==> src/rtl/w_norm_sequencer.sv <==
// Sequencer for the final FastICA W-vector normalisation: one norm request, then SIZE_N divisions.
// Optional macro W_NORM_ZERO_GUARD_EN skips the divisions and flags norm_zero when the norm is +/-0.0.
//
// state       | meaning
// ------------+-----------------------------------------------
// S_IDLE      | waiting for start; w_out holds the last result
// S_NORM_REQ  | norm_start pulse to the Frobenius-norm unit
// S_NORM_WAIT | waiting for norm_valid
// S_DIV_ISSUE | div_start pulse for element idx
// S_DIV_WAIT  | waiting for div_valid for element idx
// S_DONE      | valid pulse, back to idle
module w_norm_sequencer #(
  parameter int SIZE_N = 8,
  parameter int IDX_W  = $clog2(SIZE_N)
) (
  input  logic        clk,
  input  logic        rst,
  input  logic        start,
  input  logic [63:0] w_in [SIZE_N],
  output logic        norm_start,
  output logic [63:0] norm_vec [SIZE_N],
  input  logic        norm_valid,
  input  logic [63:0] norm_result,
  output logic        div_start,
  output logic [63:0] div_a,
  output logic [63:0] div_b,
  input  logic        div_valid,
  input  logic [63:0] div_result,
  output logic [63:0] w_out [SIZE_N],
  output logic        busy,
  output logic        valid
`ifdef W_NORM_ZERO_GUARD_EN
  ,
  output logic        norm_zero
`endif
);

  typedef enum logic [2:0] {
    S_IDLE, S_NORM_REQ, S_NORM_WAIT, S_DIV_ISSUE, S_DIV_WAIT, S_DONE
  } state_t;

  localparam logic [IDX_W-1:0] IDX_LAST = IDX_W'(SIZE_N - 1);

  state_t           state, state_nxt;
  logic [IDX_W-1:0] idx, idx_nxt;
  logic [63:0]      w_reg [SIZE_N];
  logic [63:0]      norm_reg;
`ifdef W_NORM_ZERO_GUARD_EN
  logic             zero_skip;
`endif

  assign norm_vec = w_reg;
  assign div_b    = norm_reg;

  always_comb begin
    state_nxt = state;
    idx_nxt   = idx;
`ifdef W_NORM_ZERO_GUARD_EN
    zero_skip = 1'b0;
`endif
    case (state)
      S_IDLE: begin
        if (start) begin
          state_nxt = S_NORM_REQ;
          idx_nxt   = '0;
        end
      end
      S_NORM_REQ:  state_nxt = S_NORM_WAIT;
      S_NORM_WAIT: begin
        if (norm_valid) begin
          state_nxt = S_DIV_ISSUE;
`ifdef W_NORM_ZERO_GUARD_EN
          // sign bit ignored: both +0.0 and -0.0 take the bypass
          if (norm_result[62:0] == 63'd0) begin
            zero_skip = 1'b1;
            state_nxt = S_DONE;
          end
`endif
        end
      end
      S_DIV_ISSUE: state_nxt = S_DIV_WAIT;
      S_DIV_WAIT: begin
        if (div_valid) begin
          if (idx == IDX_LAST) begin
            state_nxt = S_DONE;
          end else begin
            idx_nxt   = idx + 1'b1;
            state_nxt = S_DIV_ISSUE;
          end
        end
      end
      S_DONE:  state_nxt = S_IDLE;
      default: state_nxt = S_IDLE;
    endcase
  end

  // Strobes are registered from the next state so they line up with the state they belong to.
  always_ff @(posedge clk or negedge rst) begin
    if (!rst) begin
      state      <= S_IDLE;
      idx        <= '0;
      norm_reg   <= '0;
      div_a      <= '0;
      norm_start <= 1'b0;
      div_start  <= 1'b0;
      busy       <= 1'b0;
      valid      <= 1'b0;
      for (int i = 0; i < SIZE_N; i++) begin
        w_reg[i] <= '0;
        w_out[i] <= '0;
      end
    end else begin
      state      <= state_nxt;
      idx        <= idx_nxt;
      norm_start <= (state_nxt == S_NORM_REQ);
      div_start  <= (state_nxt == S_DIV_ISSUE);
      busy       <= (state_nxt != S_IDLE);
      valid      <= (state_nxt == S_DONE);
      if (state == S_IDLE && start) w_reg <= w_in;
      if (state == S_NORM_WAIT && norm_valid) norm_reg <= norm_result;
      if (state_nxt == S_DIV_ISSUE) div_a <= w_reg[idx_nxt];
      if (state == S_DIV_WAIT && div_valid) w_out[idx] <= div_result;
`ifdef W_NORM_ZERO_GUARD_EN
      if (zero_skip) w_out <= w_reg;
`endif
    end
  end

`ifdef W_NORM_ZERO_GUARD_EN
  always_ff @(posedge clk or negedge rst) begin
    if (!rst) norm_zero <= 1'b0;
    else      norm_zero <= zero_skip;
  end
`endif

endmodule

==> config.mk <==
export PLATFORM = sky130hd
export DESIGN_NAME = w_norm_sequencer
export DESIGN_NICKNAME = d
export VERILOG_FILES = /design/src/rtl/w_norm_sequencer.sv
export SDC_FILE = /design/constraint.sdc
export NUM_CORES = 2
export LEC_CHECK = 0
export ABC_AREA = 1
export CAP_MARGIN = 5
export CELL_PAD_IN_SITES_DETAIL_PLACEMENT = 1
export CELL_PAD_IN_SITES_GLOBAL_PLACEMENT = 2
export CORE_AREA = 2 2 704 706
export DETAILED_ROUTE_END_ITERATION = 12
export DIE_AREA = 0 0 706 708
export DONT_BUFFER_PORTS = 1
export PLACE_DENSITY = 0.3
export SLEW_MARGIN = 20
export SYNTH_ARGS = -nofsm -noshare
export SYNTH_HDL_FRONTEND = slang
export SYNTH_SLANG_ARGS = --single-unit
export TNS_END_PERCENT = 10
==> constraint.sdc <==
create_clock -name clk -period 3.8 [get_ports clk]
set_input_delay 0.95 -clock clk [delete_from_list [all_inputs] [get_ports clk]]
set_output_delay 0.95 -clock clk [all_outputs]
set_load 0.02 [all_outputs]
==> run_summary.xml <==
<?xml version="1.0" encoding="UTF-8"?>
<metrics>
  <group name="outcome">
    <metric name="status" unit="">complete, but fails checks</metric>
    <metric name="failed_checks" unit="">hold timing</metric>
  </group>
  <group name="timing">
    <metric name="maxSlewViolCount" unit="">0</metric>
    <metric name="timing.clock.skew" unit="ns">0.105</metric>
    <metric name="final-setup-viol-count" unit="">0</metric>
    <metric name="worst_pin_slew" unit="ns">1.01</metric>
    <metric name="hold_ws" unit="ns">-0.271</metric>
    <metric name="finalHoldViolCount" unit="">175</metric>
    <metric name="timing.max_slew.rel_slack" unit="">0.324</metric>
    <metric name="post-route-min-period" unit="ns">3.19</metric>
    <metric name="rsz_0062_raised_after_global_routing" unit="">false</metric>
    <metric name="achievable-frequency" unit="GHz">0.314</metric>
    <metric name="period_share" unit="">0.839</metric>
  </group>
  <group name="clock_network">
    <metric name="cts_tree" unit="">built</metric>
    <metric name="clk_pin_slew_worst_paths" unit="ns">0.06</metric>
    <metric name="clk_lat_worst_skew" unit="ns">0.91</metric>
    <metric name="htree_num_levels" unit="">4</metric>
    <metric name="cts_buffers" unit="">172</metric>
    <metric name="clk_root_buffer_cell" unit="">clkbuf_16</metric>
    <metric name="cts_max_path_buffers" unit="">4</metric>
    <metric name="clkSinkCount" unit="">1162</metric>
  </group>
  <group name="die">
    <metric name="width_of_the_chip" unit="µm">706</metric>
    <metric name="placeableCoreArea" unit="mm²">0.492</metric>
    <metric name="floorplan.die.height" unit="µm">708</metric>
    <metric name="initial_utilization" unit="">0.0989</metric>
    <metric name="die_footprint" unit="mm²">0.500</metric>
    <metric name="floorplan.io_pins" unit="">1801</metric>
    <metric name="row_count" unit="">258</metric>
  </group>
  <group name="global_route">
    <metric name="global_route.usage.total" unit="">0.140</metric>
    <metric name="grt_max_degree" unit="">189</metric>
    <metric name="grt_pass1_wl" unit="µm">460000</metric>
    <metric name="grt_antenna_before_repair" unit="">168</metric>
    <metric name="grt_pass1_vias" unit="">39211</metric>
    <metric name="grt_overflow_total" unit="">0</metric>
  </group>
  <group name="setup_path">
    <metric name="required" unit="ns">4.52</metric>
    <metric name="critical_path.reg2reg.startpoint" unit="">idx[1]</metric>
    <metric name="crit_type" unit="">flip-flop to flip-flop</metric>
    <metric name="crit_path_start_kind" unit="">flip-flop</metric>
    <metric name="r2r_slack" unit="ns">0.61</metric>
    <metric name="critPathMaxFanout" unit="">74</metric>
    <metric name="critical_path.endpoint_type" unit="">flip-flop</metric>
    <metric name="r2r_end" unit="">div_a[2]</metric>
    <metric name="cp.arrival" unit="ns">3.91</metric>
    <metric name="worst-r2r-cell-count" unit="">12</metric>
  </group>
  <group name="yosys">
    <metric name="post_synth_most_frequent_cells" unit="">dfrtp_1 (1162), nand2_1 (966), nand3_1 (682)</metric>
    <metric name="yosys.area.top_type" unit="">dfrtp_1</metric>
    <metric name="post-synth-top-count-cell" unit="">dfrtp_1</metric>
    <metric name="mapped_area" unit="mm²">0.0487</metric>
    <metric name="syn_nets" unit="">5372</metric>
    <metric name="yosys.cell_types.count" unit="">21</metric>
    <metric name="ys_seq_area_frac" unit="">0.597</metric>
    <metric name="synth.top_cells.by_area" unit="">dfrtp_1 (60%), mux2_2 (12%), nand2_1 (7.4%), nand3_1 (7.0%), o21ai_0 (5.0%)</metric>
    <metric name="syn-mean-instance-area" unit="µm²">10.3</metric>
    <metric name="synth-edff-count" unit="">0</metric>
    <metric name="synth_top_area_share" unit="">0.597</metric>
    <metric name="synth_flop_cell" unit="">dfrtp_1</metric>
    <metric name="synth_warnings" unit="">0</metric>
    <metric name="synth_async_sr_flop_share" unit="">1.00</metric>
    <metric name="synthCells" unit="">4726</metric>
    <metric name="synth_seq_cells" unit="">1162</metric>
  </group>
  <group name="cells_and_area">
    <metric name="nets_finish" unit="">5346</metric>
    <metric name="num-fill-cells" unit="">56891</metric>
    <metric name="fin_cells" unit="">11377</metric>
    <metric name="final_layout_size_suffix_gt1_frac" unit="">0.189</metric>
    <metric name="layout.cell_area.non_filler" unit="mm²">0.0627</metric>
    <metric name="area_overhead_vs_synth" unit="%">28.8</metric>
  </group>
  <group name="routing">
    <metric name="routedWlPerCell" unit="µm">31.9</metric>
    <metric name="drtAntennaViolNets" unit="">0</metric>
    <metric name="detail_route.iter0.violations" unit="">1899</metric>
    <metric name="vias_per_cell" unit="">3.24</metric>
    <metric name="drc_errors" unit="">0</metric>
    <metric name="postRouteWirelength" unit="µm">363000</metric>
    <metric name="routed-via-count" unit="">36905</metric>
    <metric name="first_pass_iters" unit="">5</metric>
  </group>
  <group name="power_and_ir_drop">
    <metric name="power.density" unit="mW/mm²">956</metric>
    <metric name="p_leak" unit="µW">0.0277</metric>
    <metric name="vdd_ir_drop_max" unit="µV">465</metric>
  </group>
  <group name="placement">
    <metric name="placed_cell_area" unit="mm²">0.0570</metric>
    <metric name="gpl.final_weighted_congestion" unit="">0.814</metric>
    <metric name="number_of_port_buffers" unit="">0</metric>
    <metric name="placedCellCount" unit="">11024</metric>
    <metric name="hpwl" unit="µm">285000</metric>
  </group>
  <group name="run">
    <metric name="number_of_violations_of_the_max_capacitance_limit" unit="">0</metric>
  </group>
  <group name="min_path">
    <metric name="timing.hold.worst.class" unit="">input pin to asynchronous set/reset pin</metric>
  </group>
</metrics>
## report_power, final
group          leakage [µW]  switching, µW  internal, µW
Sequential           0.0150          12700         16700
Clock               0.00270           6820          9370
Combinational       0.00991           9860          4490
## metrics by stage
| stage | utilization | setup WS, ns | power, µW | setup TNS [ns] |
|---|---|---|---|---|
| final | 0.127 | 0.612 | 60000 | 0 |
| after global routing | 0.127 | 0.483 | 64000 | 0 |
| after CTS | 0.127 | 0.544 | 62100 | 0 |
| after detailed placement | 0.116 | -0.112 | 45200 | -8.94 |
| after global placement | 0.116 | -0.0545 | 45100 | -3.47 |
| after floorplan | - | 1.45 | 33200 | 0 |
## registers in the layout (all words and copies together) (netlist names)
register / flops
norm_vec: 512
w_out: 512
div_a: 64
div_b: 64
idx: 3
state: 3
busy: 1
div_start: 1
norm_start: 1
valid: 1
## metal layers
metal  share of wire  wire (µm)  GRT usage  vias up
met5         0.00088        319          0        -
met4           0.021       7740     0.0262       46
met3            0.11      39100     0.0657      478
met2            0.52     188000      0.258     1579
met1            0.35     127000      0.144    19267
li1                -          -          -    15535
## critical path, cell delays in order, from the launching register on
cell and delay (ns):
dfrtp_1 0.65, ha_1 0.31, nand2_1 0.07, nand2_1 0.10, inv_1 0.11, nand3_4 0.19, buf_12 0.27, buf_12 0.32
nand3_1 0.14, nand3_1 0.29, nand3_1 0.15, nand3_1 0.12, nand2_1 0.06
## final cells by class
cell class	count	area, µm²	area share
Multi-Input combinational cell	2754	16500	0.263
Clock inverter	43	485	0.00774
Tap cell	6500	8130	0.130
Inverter	500	1900	0.0303
Clock buffer	258	5000	0.0797
Antenna cell	50	125	0.00200
Sequential cell	1162	29100	0.464
Timing Repair Buffer	110	1500	0.0239
## repair_timing
item / CTS / global route
setup endpoints to repair: 0 / 0
hold endpoints to repair: 175 / 180
resized for setup: 0 / 0
buffers inserted: 0 / 0
## cells in the final DEF, fill, tap and decap left out, types with 4 or more instances in the layout
master	synthesis	layout
clkbuf_1	157	49
o21ai_0	483	483
mux2_2	531	531
nand3b_1	30	30
mux2_1	45	45
buf_16	0	8
dfrtp_1	1162	1162
buf_12	0	41
clkbuf_8	0	37
clkinv_4	0	5
clkbuf_16	0	172
inv_6	0	8
clkinv_2	0	20
inv_1	499	496
nand2_4	1	4
bufinv_16	0	4
nand2_1	966	963
nor4_4	8	8
nand3_1	682	679
buf_4	2	60
diode_2	0	50
## worst max-delay path by stage
stage	from	endpoint	slack [ns]	cells after the start
floorplan	start	div_a[28]	1.45	13
global placement	rst	norm_vec[377]	-0.05	3
detailed placement	rst	norm_vec[189]	-0.11	4
CTS	idx[1]	div_a[33]	0.54	12
global route	idx[1]	div_a[39]	0.48	11
finish	idx[1]	div_a[2]	0.61	12
## cells by family after synthesis
group | synth area share
fa+ha+maj | 0.000257
simple gates | 0.153
flops | 0.597
compound gates | 0.0499
mux | 0.133
buf+inv | 0.0658
(Power assumes the default switching activity.)
